==> config.mk <==
export PLATFORM = sky130hd
export DESIGN_NAME = spike_train_generator
export DESIGN_NICKNAME = d
export VERILOG_FILES = /design/src/rtl/spike_train_generator.sv
export SDC_FILE = /design/constraint.sdc
export NUM_CORES = 1
export LEC_CHECK = 0
export CAP_MARGIN = 15
export CORE_MARGIN = 4
export CORE_UTILIZATION = 50
export CTS_CLUSTER_DIAMETER = 30
export DETAILED_ROUTE_END_ITERATION = 7
export HOLD_SLACK_MARGIN = 0.1
export MAX_ROUTING_LAYER = met4
export PLACE_DENSITY = 0.8
export SETUP_SLACK_MARGIN = 0.3
export SLEW_MARGIN = 40
export SYNTH_ARGS = -nofsm -noshare
export SYNTH_HDL_FRONTEND = slang
export SYNTH_SLANG_ARGS = --single-unit
==> constraint.sdc <==
create_clock -name clk -period 2.4 [get_ports clk]
set_input_delay 0.36 -clock clk [delete_from_list [all_inputs] [get_ports clk]]
set_output_delay 0.36 -clock clk [all_outputs]
set_load 0.01 [all_outputs]
==> src/rtl/spike_train_generator.sv <==
// spike_train_generator
//   Multi-channel, time-coded spike source for the SNN input layer. It owns
//   the time-step counter and does the per-channel spike-time compare, so the
//   downstream column/neuron array only sees time_val and the spike vector.
//
//   A period is started from IDLE with start. For TIME_PERIOD cycles the block
//   steps time_val 0..TIME_PERIOD-1 and drives, per channel i:
//     LEVEL (mode=0): spikes[i] = en[i] && (spike_time[i] >  t)
//     PULSE (mode=1): spikes[i] = en[i] && (spike_time[i] == t)
//   spike_time/en are loaded only while idle; mode is latched on the start edge.
//
//   Optional build macro:
//     SPIKE_COUNT_EN  adds spike_cnt, a per-channel count of spikes emitted in
//                     the current/last period (cleared on start).
//
// Ports
//   clk, rst          clock (rising edge), synchronous active-high reset
//   load_valid/ready  handshake for load_spike_time (NUM_CH*TW) and load_en
//   mode              0 = LEVEL, 1 = PULSE, sampled with start
//   start             begin one period (ignored while busy)
//   busy              period in progress
//   time_val          current time step
//   spikes            spike vector for time_val
//   period_done       one-cycle pulse on the last time step
//   spike_cnt         NUM_CH*CW spike counts (SPIKE_COUNT_EN only)

`ifndef STG_TIME_PERIOD
`define STG_TIME_PERIOD 8
`endif

// One channel's compare: combinational, evaluated on next-state values so the
// registered spike bit lines up with the registered time step.
module spike_train_generator_lane #(
  parameter int TW = 3
) (
  input  logic [TW-1:0] st_i,
  input  logic [TW-1:0] t_i,
  input  logic          en_i,
  input  logic          mode_i,
  output logic          spk_o
);
  assign spk_o = en_i && (mode_i ? (st_i == t_i) : (st_i > t_i));
endmodule

module spike_train_generator #(
  parameter int NUM_CH      = 8,
  parameter int TIME_PERIOD = `STG_TIME_PERIOD,
  parameter int TW          = $clog2(TIME_PERIOD)
) (
  input  logic                 clk,
  input  logic                 rst,
  input  logic                 load_valid,
  output logic                 load_ready,
  input  logic [NUM_CH*TW-1:0] load_spike_time,
  input  logic [NUM_CH-1:0]    load_en,
  input  logic                 mode,
  input  logic                 start,
  output logic                 busy,
  output logic [TW-1:0]        time_val,
  output logic [NUM_CH-1:0]    spikes,
  output logic                 period_done
`ifdef SPIKE_COUNT_EN
  ,
  output logic [NUM_CH*$clog2(TIME_PERIOD+1)-1:0] spike_cnt
`endif
);

  localparam logic [TW-1:0] LAST = TW'(TIME_PERIOD - 1);

  typedef enum logic {IDLE = 1'b0, RUN = 1'b1} state_e;

  state_e                      state_q, state_d;
  logic [TW-1:0]               time_q, time_d;
  logic                        mode_q, mode_d;
  logic [NUM_CH-1:0][TW-1:0]   st_q, st_d;
  logic [NUM_CH-1:0]           en_q, en_d;
  logic [NUM_CH-1:0]           spikes_q, spikes_d;
  logic [NUM_CH-1:0]           spk_cmp;
  logic                        busy_q, done_q, done_d;
  logic                        start_acc;

  assign start_acc = (state_q == IDLE) && start;

  always_comb begin
    state_d = state_q;
    time_d  = time_q;
    mode_d  = mode_q;
    st_d    = st_q;
    en_d    = en_q;
    // Loads land on the same edge as a start, so the new period sees them.
    if (load_valid && (state_q == IDLE)) begin
      st_d = load_spike_time;
      en_d = load_en;
    end
    case (state_q)
      IDLE: begin
        if (start) begin
          state_d = RUN;
          time_d  = '0;
          mode_d  = mode;
        end
      end
      RUN: begin
        if (time_q == LAST) begin
          state_d = IDLE;
          time_d  = '0;
        end else begin
          time_d  = time_q + TW'(1);
        end
      end
      default: state_d = IDLE;
    endcase
    done_d   = (state_d == RUN) && (time_d == LAST);
    spikes_d = (state_d == RUN) ? spk_cmp : '0;
  end

  for (genvar g = 0; g < NUM_CH; g++) begin : g_lane
    spike_train_generator_lane #(.TW(TW)) u_lane (
      .st_i   (st_d[g]),
      .t_i    (time_d),
      .en_i   (en_d[g]),
      .mode_i (mode_d),
      .spk_o  (spk_cmp[g])
    );
  end

  always_ff @(posedge clk) begin
    if (rst) begin
      state_q  <= IDLE;
      time_q   <= '0;
      mode_q   <= 1'b0;
      st_q     <= '0;
      en_q     <= '0;
      spikes_q <= '0;
      busy_q   <= 1'b0;
      done_q   <= 1'b0;
    end else begin
      state_q  <= state_d;
      time_q   <= time_d;
      mode_q   <= mode_d;
      st_q     <= st_d;
      en_q     <= en_d;
      spikes_q <= spikes_d;
      busy_q   <= (state_d == RUN);
      done_q   <= done_d;
    end
  end

  assign load_ready  = (state_q == IDLE);
  assign busy        = busy_q;
  assign time_val    = time_q;
  assign spikes      = spikes_q;
  assign period_done = done_q;

`ifdef SPIKE_COUNT_EN
  localparam int CW = $clog2(TIME_PERIOD + 1);

  logic [NUM_CH-1:0][CW-1:0] cnt_q;

  // Counts the registered spike bits; spikes are 0 outside RUN, so the value
  // naturally holds after the period. Max is TIME_PERIOD, which fits CW.
  always_ff @(posedge clk) begin
    if (rst || start_acc) begin
      cnt_q <= '0;
    end else begin
      for (int i = 0; i < NUM_CH; i++) begin
        cnt_q[i] <= cnt_q[i] + CW'(spikes_q[i]);
      end
    end
  end

  assign spike_cnt = cnt_q;
`else
  logic unused_start_acc;
  assign unused_start_acc = start_acc;
`endif

endmodule

Yosys cells after proc, flatten, opt, wreduce, memory -nomap -nowiden. Cells that the tools add are included.

Bits in registers: 46. Input port bits: 37. Output and inout port bits: 14. Logic and storage cells: 64.

Add/sub/neg operators: 1. Magnitude comparators: 8. Eq/ne operators: 10. Multiplexer cells: 18. Bitwise logic cells: 2. Reduce and logical (&&, ||, !) cells: 11.

Operators by type and width (number): $eq A3 B3 Y1 (8); $gt A3 B3 Y1 (8); $mux W24 (1); $mux W1 (12); $logic_and A1 B1 Y1 (10); $mux W8 (1); $eq A3 B3 Y1 const B (2); $mux W3 (2); $pmux W3 S2 (1); $add A3 B1 Y3 const B (1); $not A1 Y1 (2); $pmux W1 S2 (1); $reduce_or A2 Y1 (1).

Depth between registers and ports, before layout. Gate-level depths: netlist (run 1).

Depth after elaboration: 6. Mapped depth: 10. Gate-level depth less buffers: 9.

Modules after synthesis. A second synthesis (run 1) with hierarchy kept.

Cells, all modules: 311. Area total of the unflattened synthesis: 3230.6 sq um.

By module, submodules not included: spike_train_generator (times used 1, cells each 199, area each 2439.8 sq um, seq. area each 920.9 sq um); spike_train_generator_lane (times used 8, cells each 14, area each 98.8 sq um, seq. area each 0.0 sq um).

Worst setup path before layout (run 1). No wires, ideal clock.

Kind: reg-to-reg. From: register busy (netlist name). To: register spikes_q[2], in the netlist spikes[2]. Library setup time: 0.100 ns. Arrival time: 2.193 ns. Required time: 2.300 ns. Path slack: 0.107 ns. Cell stages (with the launch flop): 10. Path buffers: 3. Period minus slack after synthesis: 2.293 ns. Cell sequence: dfxtp_1 -> buf_6 -> nor2b_1 -> buf_2 -> buf_4 -> mux2_2 -> ha_1 -> nand3b_1 -> a32o_1 -> a2111oi_4.

RTL lines: to (signal assigned) (RTL line 143) `spikes_q <= spikes_d;`; to (decl) (RTL line 77) `logic [NUM_CH-1:0] spikes_q, spikes_d;`.

Worst setup path in the final report (run 1).
From: register time_q[1], in the netlist time_val[1]. To: register spikes_q[1], in the netlist spikes[1].

Word-level cells in the longest chain between the ends: 6. Elaborated cells between the ends (all ways): 13. Classes of those cells: add/sub: 1; order compare: 1; eq/ne: 2; mux: 6; bitwise: 1; reduce/logical: 2.

Ends and longest elaborated chain: from (decl) (RTL line 73) `logic [TW-1:0] time_q, time_d;`; from (signal assigned) (RTL line 139) `time_q <= time_d;`; $add A3 B1 Y3 or $eq A3 B3 Y1 (tied branches) (RTL line 108, 104); $mux W3 (RTL line 104) `if (time_q == LAST) begin`; $pmux W3 S2 (RTL line 95) `case (state_q)`; $gt A3 B3 Y1 or $eq A3 B3 Y1 (tied branches) (RTL line 42) `assign spk_o = en_i && (mode_i ? (st_i == t_i) : (st_i > t_i));`; $mux W1 (RTL line 42); $logic_and A1 B1 Y1 (RTL line 42).

Several ways; a longest one is shown, not always the timed one. A chain may end at the register's enable or synchronous reset.

==> results.toml, run 1 <==
[cells_and_area]
nNetsFinal = 364
fin_cells = 354
final_layout_size_suffix_gt1_share_pct = 35.8
final_cell_mix = "clkdlybuf4s50_1 (48), dfxtp_1 (42), buf_4 (27)"
multiInputGateArea_um2 = 1690
fillers = 245
final_common_cell = "clkdlybuf4s50_1"
antenna_cells = 0
area.sequential_um2 = 933
area_delta_synth_final_pct = 58.6

[drt]
drt-pass1-iter-count = 4
wl_per_cell_um = 17.9
drt_iter0_markers = 68
vias = 1909
antenna_left = 0
viasPerCell = 5.39
drc = 0
postRouteWirelength_um = 6340

[timing]
fin_worst_skew_ns = 0.00320
worst_pin_slew_ns = 0.394
fin_crit_sh_pct = 89.6
rsz0062_at_grt = "yes"
min_period_ns = 2.15
report.final.slew_viol_count = 0
slew_headroom_pct = 73.0
hold_violations = 0
setup_viol = 0
max_freq_mhz = 465
timing.hold.ws_ns = 0.525
worst_slack_ns = 0.250

[yosys]
synth_edf_count = 0
synth_top_area_share_pct = 39.7
syn_area_per_cell_um2 = 10.7
synth_warnings = 0
synth-main-ff-cell = "dfxtp_1"
ys_types = 28
yosysTopAreaCell = "dfxtp_1"
async_flop_share_pct = 0
ys_ff_latch = 46
synthCells = 217
synth_area_leaders = "dfxtp_1 (40%), ha_1 (14%), mux2i_1 (6.9%)"
seq_area_frac_synth_pct = 39.7
synth_nets = 280
syn_area_um2 = 2320

[global_route]
grtUsageTotal_pct = 20.4
first_global_vias = 1914
grt_max_degree = 37
grt_overflow_total = 0
grt_antenna_before_repair = 0
grt_pass1_wl_um = 9300

[setup_path]
cp.arrival_ns = 2.33
path_class = "reg -> reg"
rrSetupSlack_ns = 0.25
cp.required_ns = 2.58
crit_fanout = 4
startpoint_type = "flop"
worstSetupEndpointType = "flop"

[place]
dp_cells = 335
io_buffers = 50
gp_congestion = 0.769
pre_cts_slack_ns = -0.246
dp_hpwl_um = 4030

[clock_network]
insertion_delay_ns = 0.30
clkSinkCount = 46
cts_buffers = 5
cts.reportedPaths.clkPinSlew_ns = 0.08
clk_path_buf_depth = 2
htree_levels = 2
holdBufCountCts = 0
root_buffer = "clkbuf_8"
cts_tree = "done"

[die]
fp.dieArea_um2 = 5800
core_area_um2 = 4410
die_h_um = 76.2
pin_count = 51
rows = 24
initial_core_util_pct = 52.6
die_x_um = 76.2

[worst_hold_path]
min_path_type = "reg -> reg"

[run]
maxCapViolCount = 0

[run_status]
status = "completed"

[power_and_ir_drop]
ir_worst_vdd_mv = 0.353
power.density_nw_per_um2 = 553
leakage_nw = 1.50
## logic make-up (layout without fill, tap and decap cells)
| group | Yosys count | after routing | share of synthesized area (%) |
|---|---|---|---|
| buffers and inverters | 14 | 99 | 3.77 |
| muxes | 33 | 33 | 15.6 |
| DFF | 46 | 46 | 39.7 |
| and+or+nand+nor | 67 | 67 | 14.5 |
| adders and majority gates | 26 | 26 | 14.0 |
| AOI/OAI and AO/OA | 31 | 31 | 12.4 |
## synthesized netlist by cell type (6+ instances only)
master,number
a2111oi_2,7
nand2_1,12
a21oi_1,8
nor2b_1,23
mux2i_1,16
dfxtp_1,46
nor2_1,22
mux2_2,14
nand3_1,6
o21ai_0,6
ha_1,26
## metal layers
metal  track usage, %  part of all wire (%)  vias up
met2             36.5                    51       56
met1             22.3                    40      892
met3             4.85                   4.8       19
met4             5.94                   4.3        0
li1                 -                     -      942
met5                -                     0        -
## sequential cells by signal (all words and copies together), names as in the netlist
name,count
en_q,8
spikes,8
st_q,24
mode_q,1
time_val,3
busy,1
period_done,1
## final cells by class
| cell class | count | area share (%) |
|---|---|---|
| Clock buffer | 7 | 2.07 |
| Clock inverter | 1 | 0.815 |
| Inverter | 4 | 0.408 |
| Multi-Input combinational cell | 157 | 45.9 |
| Sequential cell | 46 | 25.3 |
| Tap cell | 52 | 1.77 |
| Timing Repair Buffer | 87 | 23.7 |
## per-stage QoR
step / total power, W / util [%] / area [µm²] / setup TNS (ns)
2_1_floorplan: 0.00118 / - / 2550 / 0
3_3_place_gp: 0.00135 / 74.1 / 3270 / -1.10
3_5_place_dp: 0.00137 / 74.1 / 3270 / -1.53
4_1_cts: 0.00197 / 79.4 / 3500 / 0
5_1_grt: 0.00213 / 83.4 / 3680 / 0
6_report: 0.00204 / 83.4 / 3680 / 0
## repair_timing
| item | 4_1_cts | 5_1_grt |
|---|---|---|
| setup buffers | 2 | 8 |
| pin swaps | 6 | 10 |
| resized for setup | 13 | 28 |
| endpoints found under the setup margin | 8 | 8 |
| cloned | 1 | 0 |
## worst max-delay path, cell delays in order (launching register included)
cell	delay (ns)
dfxtp_4	0.37
ha_4	0.16
ha_4	0.15
nor2_1	0.22
a22oi_2	0.15
inv_1	0.19
ha_1	0.28
buf_4	0.14
a31oi_1	0.29
a2111oi_4	0.09
## worst paths after layout
check / endpoint / depth (start not counted) / from
max: spikes[1]$_SDFF_PP0_ / 9 / time_val[1]$_SDFF_PP0_
min: en_q[5]$_SDFF_PP0_ / 2 / en_q[5]$_SDFF_PP0_
max reg2reg: spikes[1]$_SDFF_PP0_ / 9 / time_val[1]$_SDFF_PP0_
min reg2reg: en_q[5]$_SDFF_PP0_ / 2 / en_q[5]$_SDFF_PP0_
## power breakdown
part	switching [W]	internal [W]	leakage (nW)
clock network	0.000255	0.000312	0.0524
logic	0.000290	0.000358	1.07
registers	0.0000176	0.000804	0.379
No activity file was read; power rests on OpenSTA's default activity.
==> run 2, diff against run 1 <==
- CORE_UTILIZATION: 50 -> 35
- PLACE_DENSITY: 0.8 -> 0.6
- SLEW_MARGIN: 40 -> 25
==> run 2 against run 1 <==
Against the previous run: hold slack lost 0.014 ns; power grew 2.2%; sequential cell count is the same; clock skew grew 0.0058 ns; clock power grew 3%; global-route usage shrank 4.9 points; final cell count grew 9.3%; worst setup slack gained 0.053 ns; combinational power grew 4.6%; utilization shrank 23 points; largest cell class unchanged; highest routed layer unchanged.
==> results.toml, run 2 (same netlist as run 1, synthesis figures left out) <==
[power_and_ir_drop]
seqPwrFrac_pct = 39.3
p_int_w = 0.00150
power_switching_share_pct = 27.9
p_sw_w = 0.000580
power.density_nw_per_um2 = 537
ir_worst_vdd_mv = 0.292
pwr-share-comb_pct = 32.6
leakage_nw = 1.54
total_power_w = 0.00208
clock_power_share_pct = 28.1

[timing]
fin_worst_skew_ns = 0.00896
hold_violations = 0
slew_headroom_pct = 72.8
min_period_ns = 2.10
fin_crit_sh_pct = 87.4
setup_viol = 0
worst_slack_ns = 0.303
worst_pin_slew_ns = 0.400
max_freq_mhz = 477
report.final.slew_viol_count = 0
rsz0062_at_grt = "yes"

[global_route]
grt_antenna_before_repair = 0
grt_overflow_total = 0
grtUsageTotal_pct = 15.5
grt_pass1_wl_um = 9090
grt_max_degree = 37
first_global_vias = 1881

[cells_and_area]
final_layout_size_suffix_gt1_share_pct = 40.6
largest_reg_flops = 24
regMostFlops = "st_q"
nNetsFinal = 372
antenna_cells = 0
final_cell_mix = "clkdlybuf4s50_1 (48), dfxtp_1 (43), buf_4 (37)"
area_delta_synth_final_pct = 66.7
final_common_cell = "clkdlybuf4s50_1"
fillers = 533

[drt]
wl_met3_um = 270
wl_met2_um = 2850
vias = 1903
top_layer = "met4"
viasPerCell = 4.92
wl_per_cell_um = 15.1
antenna_left = 0
drc = 0
wl_met1_um = 2650
postRouteWirelength_um = 5830
drt-pass1-iter-count = 4
drt_iter0_markers = 60

[place]
dp_hpwl_um = 3750
gp_congestion = 0.743
io_buffers = 50
pre_cts_slack_ns = -0.197

[clock_network]
clk_path_buf_depth = 2
cts_buffers = 5
insertion_delay_ns = 0.30
root_buffer = "clkbuf_8"
holdBufCountCts = 0
clkSinkCount = 46
htree_levels = 2
cts.reportedPaths.clkPinSlew_ns = 0.09
cts_tree = "done"

[die]
rows = 29
initial_core_util_pct = 36.4
core_area_um2 = 6390
die_h_um = 89.5
fp.dieArea_um2 = 8000
pin_count = 51
die_x_um = 89.5

[setup_path]
cp.required_ns = 2.60
path_class = "reg -> reg"
crit_fanout = 8
cp_top_family = "compound AO/OA/AOI/OAI gates"
startpoint_type = "flop"
slowest_stage = "dfxtp_4"
crit_chain = "nor2b_4, buf_12, buf_12, mux2_4, ha_4, nand3b_1, a32o_2, a2111oi_4"
cp_num_buf_inv = 2
cp.arrival_ns = 2.30
cpPeakStageDelay_ns = 0.36
worstSetupEndpointType = "flop"
crit_top_cell = "buf_12"

[worst_hold_path]
min_path_type = "reg -> reg"

[run_status]
status = "completed"

[run]
maxCapViolCount = 0
## run 2: worst reg2reg max path: stages, from the launching register on
cell and delay (ns):
dfxtp_4 0.36, nor2b_4 0.16, buf_12 0.14, buf_12 0.13
mux2_4 0.32, ha_4 0.29, nand3b_1 0.07, a32o_2 0.25
a2111oi_4 0.27
## run 2: worst paths after layout
check	start	to	slack [ns]	cells after the start
hold / removal	st_q[18]$_SDFF_PP0_	st_q[18]$_SDFF_PP0_	0.51	2
setup reg to reg	busy$_SDFF_PP0_	spikes[2]$_SDFF_PP0_	0.30	8
setup / recovery	busy$_SDFF_PP0_	spikes[2]$_SDFF_PP0_	0.30	8
hold reg to reg	st_q[18]$_SDFF_PP0_	st_q[18]$_SDFF_PP0_	0.51	2
## run 2: stage by stage
step,utilization (%),instances,area [µm²],setup TNS [ns],hold slack [ns]
after floorplan,-,217,2550,0,0.461
after global placement,50.8,355,3240,-1.14,0.482
after detailed placement,50.8,355,3240,-1.21,0.491
after CTS,58.3,386,3730,0,0.512
after global routing,60.6,387,3870,0,0.548
final,60.6,387,3870,0,0.510
## run 2: final cells by class
| type | count | area [µm²] | share of cell area [%] |
|---|---|---|---|
| Clock buffer | 6 | 72.6 | 1.87 |
| Clock inverter | 2 | 37.5 | 0.970 |
| Inverter | 4 | 15.0 | 0.388 |
| Multi-Input combinational cell | 157 | 1770 | 45.6 |
| Sequential cell | 46 | 932 | 24.1 |
| Tap cell | 77 | 96.3 | 2.49 |
| Timing Repair Buffer | 95 | 951 | 24.6 |
## run 2: what timing repair did
| item | in CTS | in global routing |
|---|---|---|
| pin swaps | 17 | 12 |
| cloned | 2 | 0 |
| endpoints found under the setup margin | 8 | 8 |
| resized for setup | 30 | 20 |
| setup buffers | 21 | 1 |
## run 2: power groups by stage
stage,Sequential (W),Combinational [W],Clock (W)
2_1_floorplan,0.000838,0.000342,0
3_3_place_gp,0.000840,0.000505,0
3_5_place_dp,0.000841,0.000509,0
4_1_cts,0.000818,0.000618,0.000596
5_1_grt,0.000823,0.000738,0.000635
6_report,0.000818,0.000678,0.000584
## run 2: routing by layer
metal | global-route usage [%] | vias to the layer above
li1 | - | 950
met1 | 19.6 | 909
met2 | 25.1 | 38
met3 | 3.13 | 6
met4 | 4.06 | 0
met5 | - | -
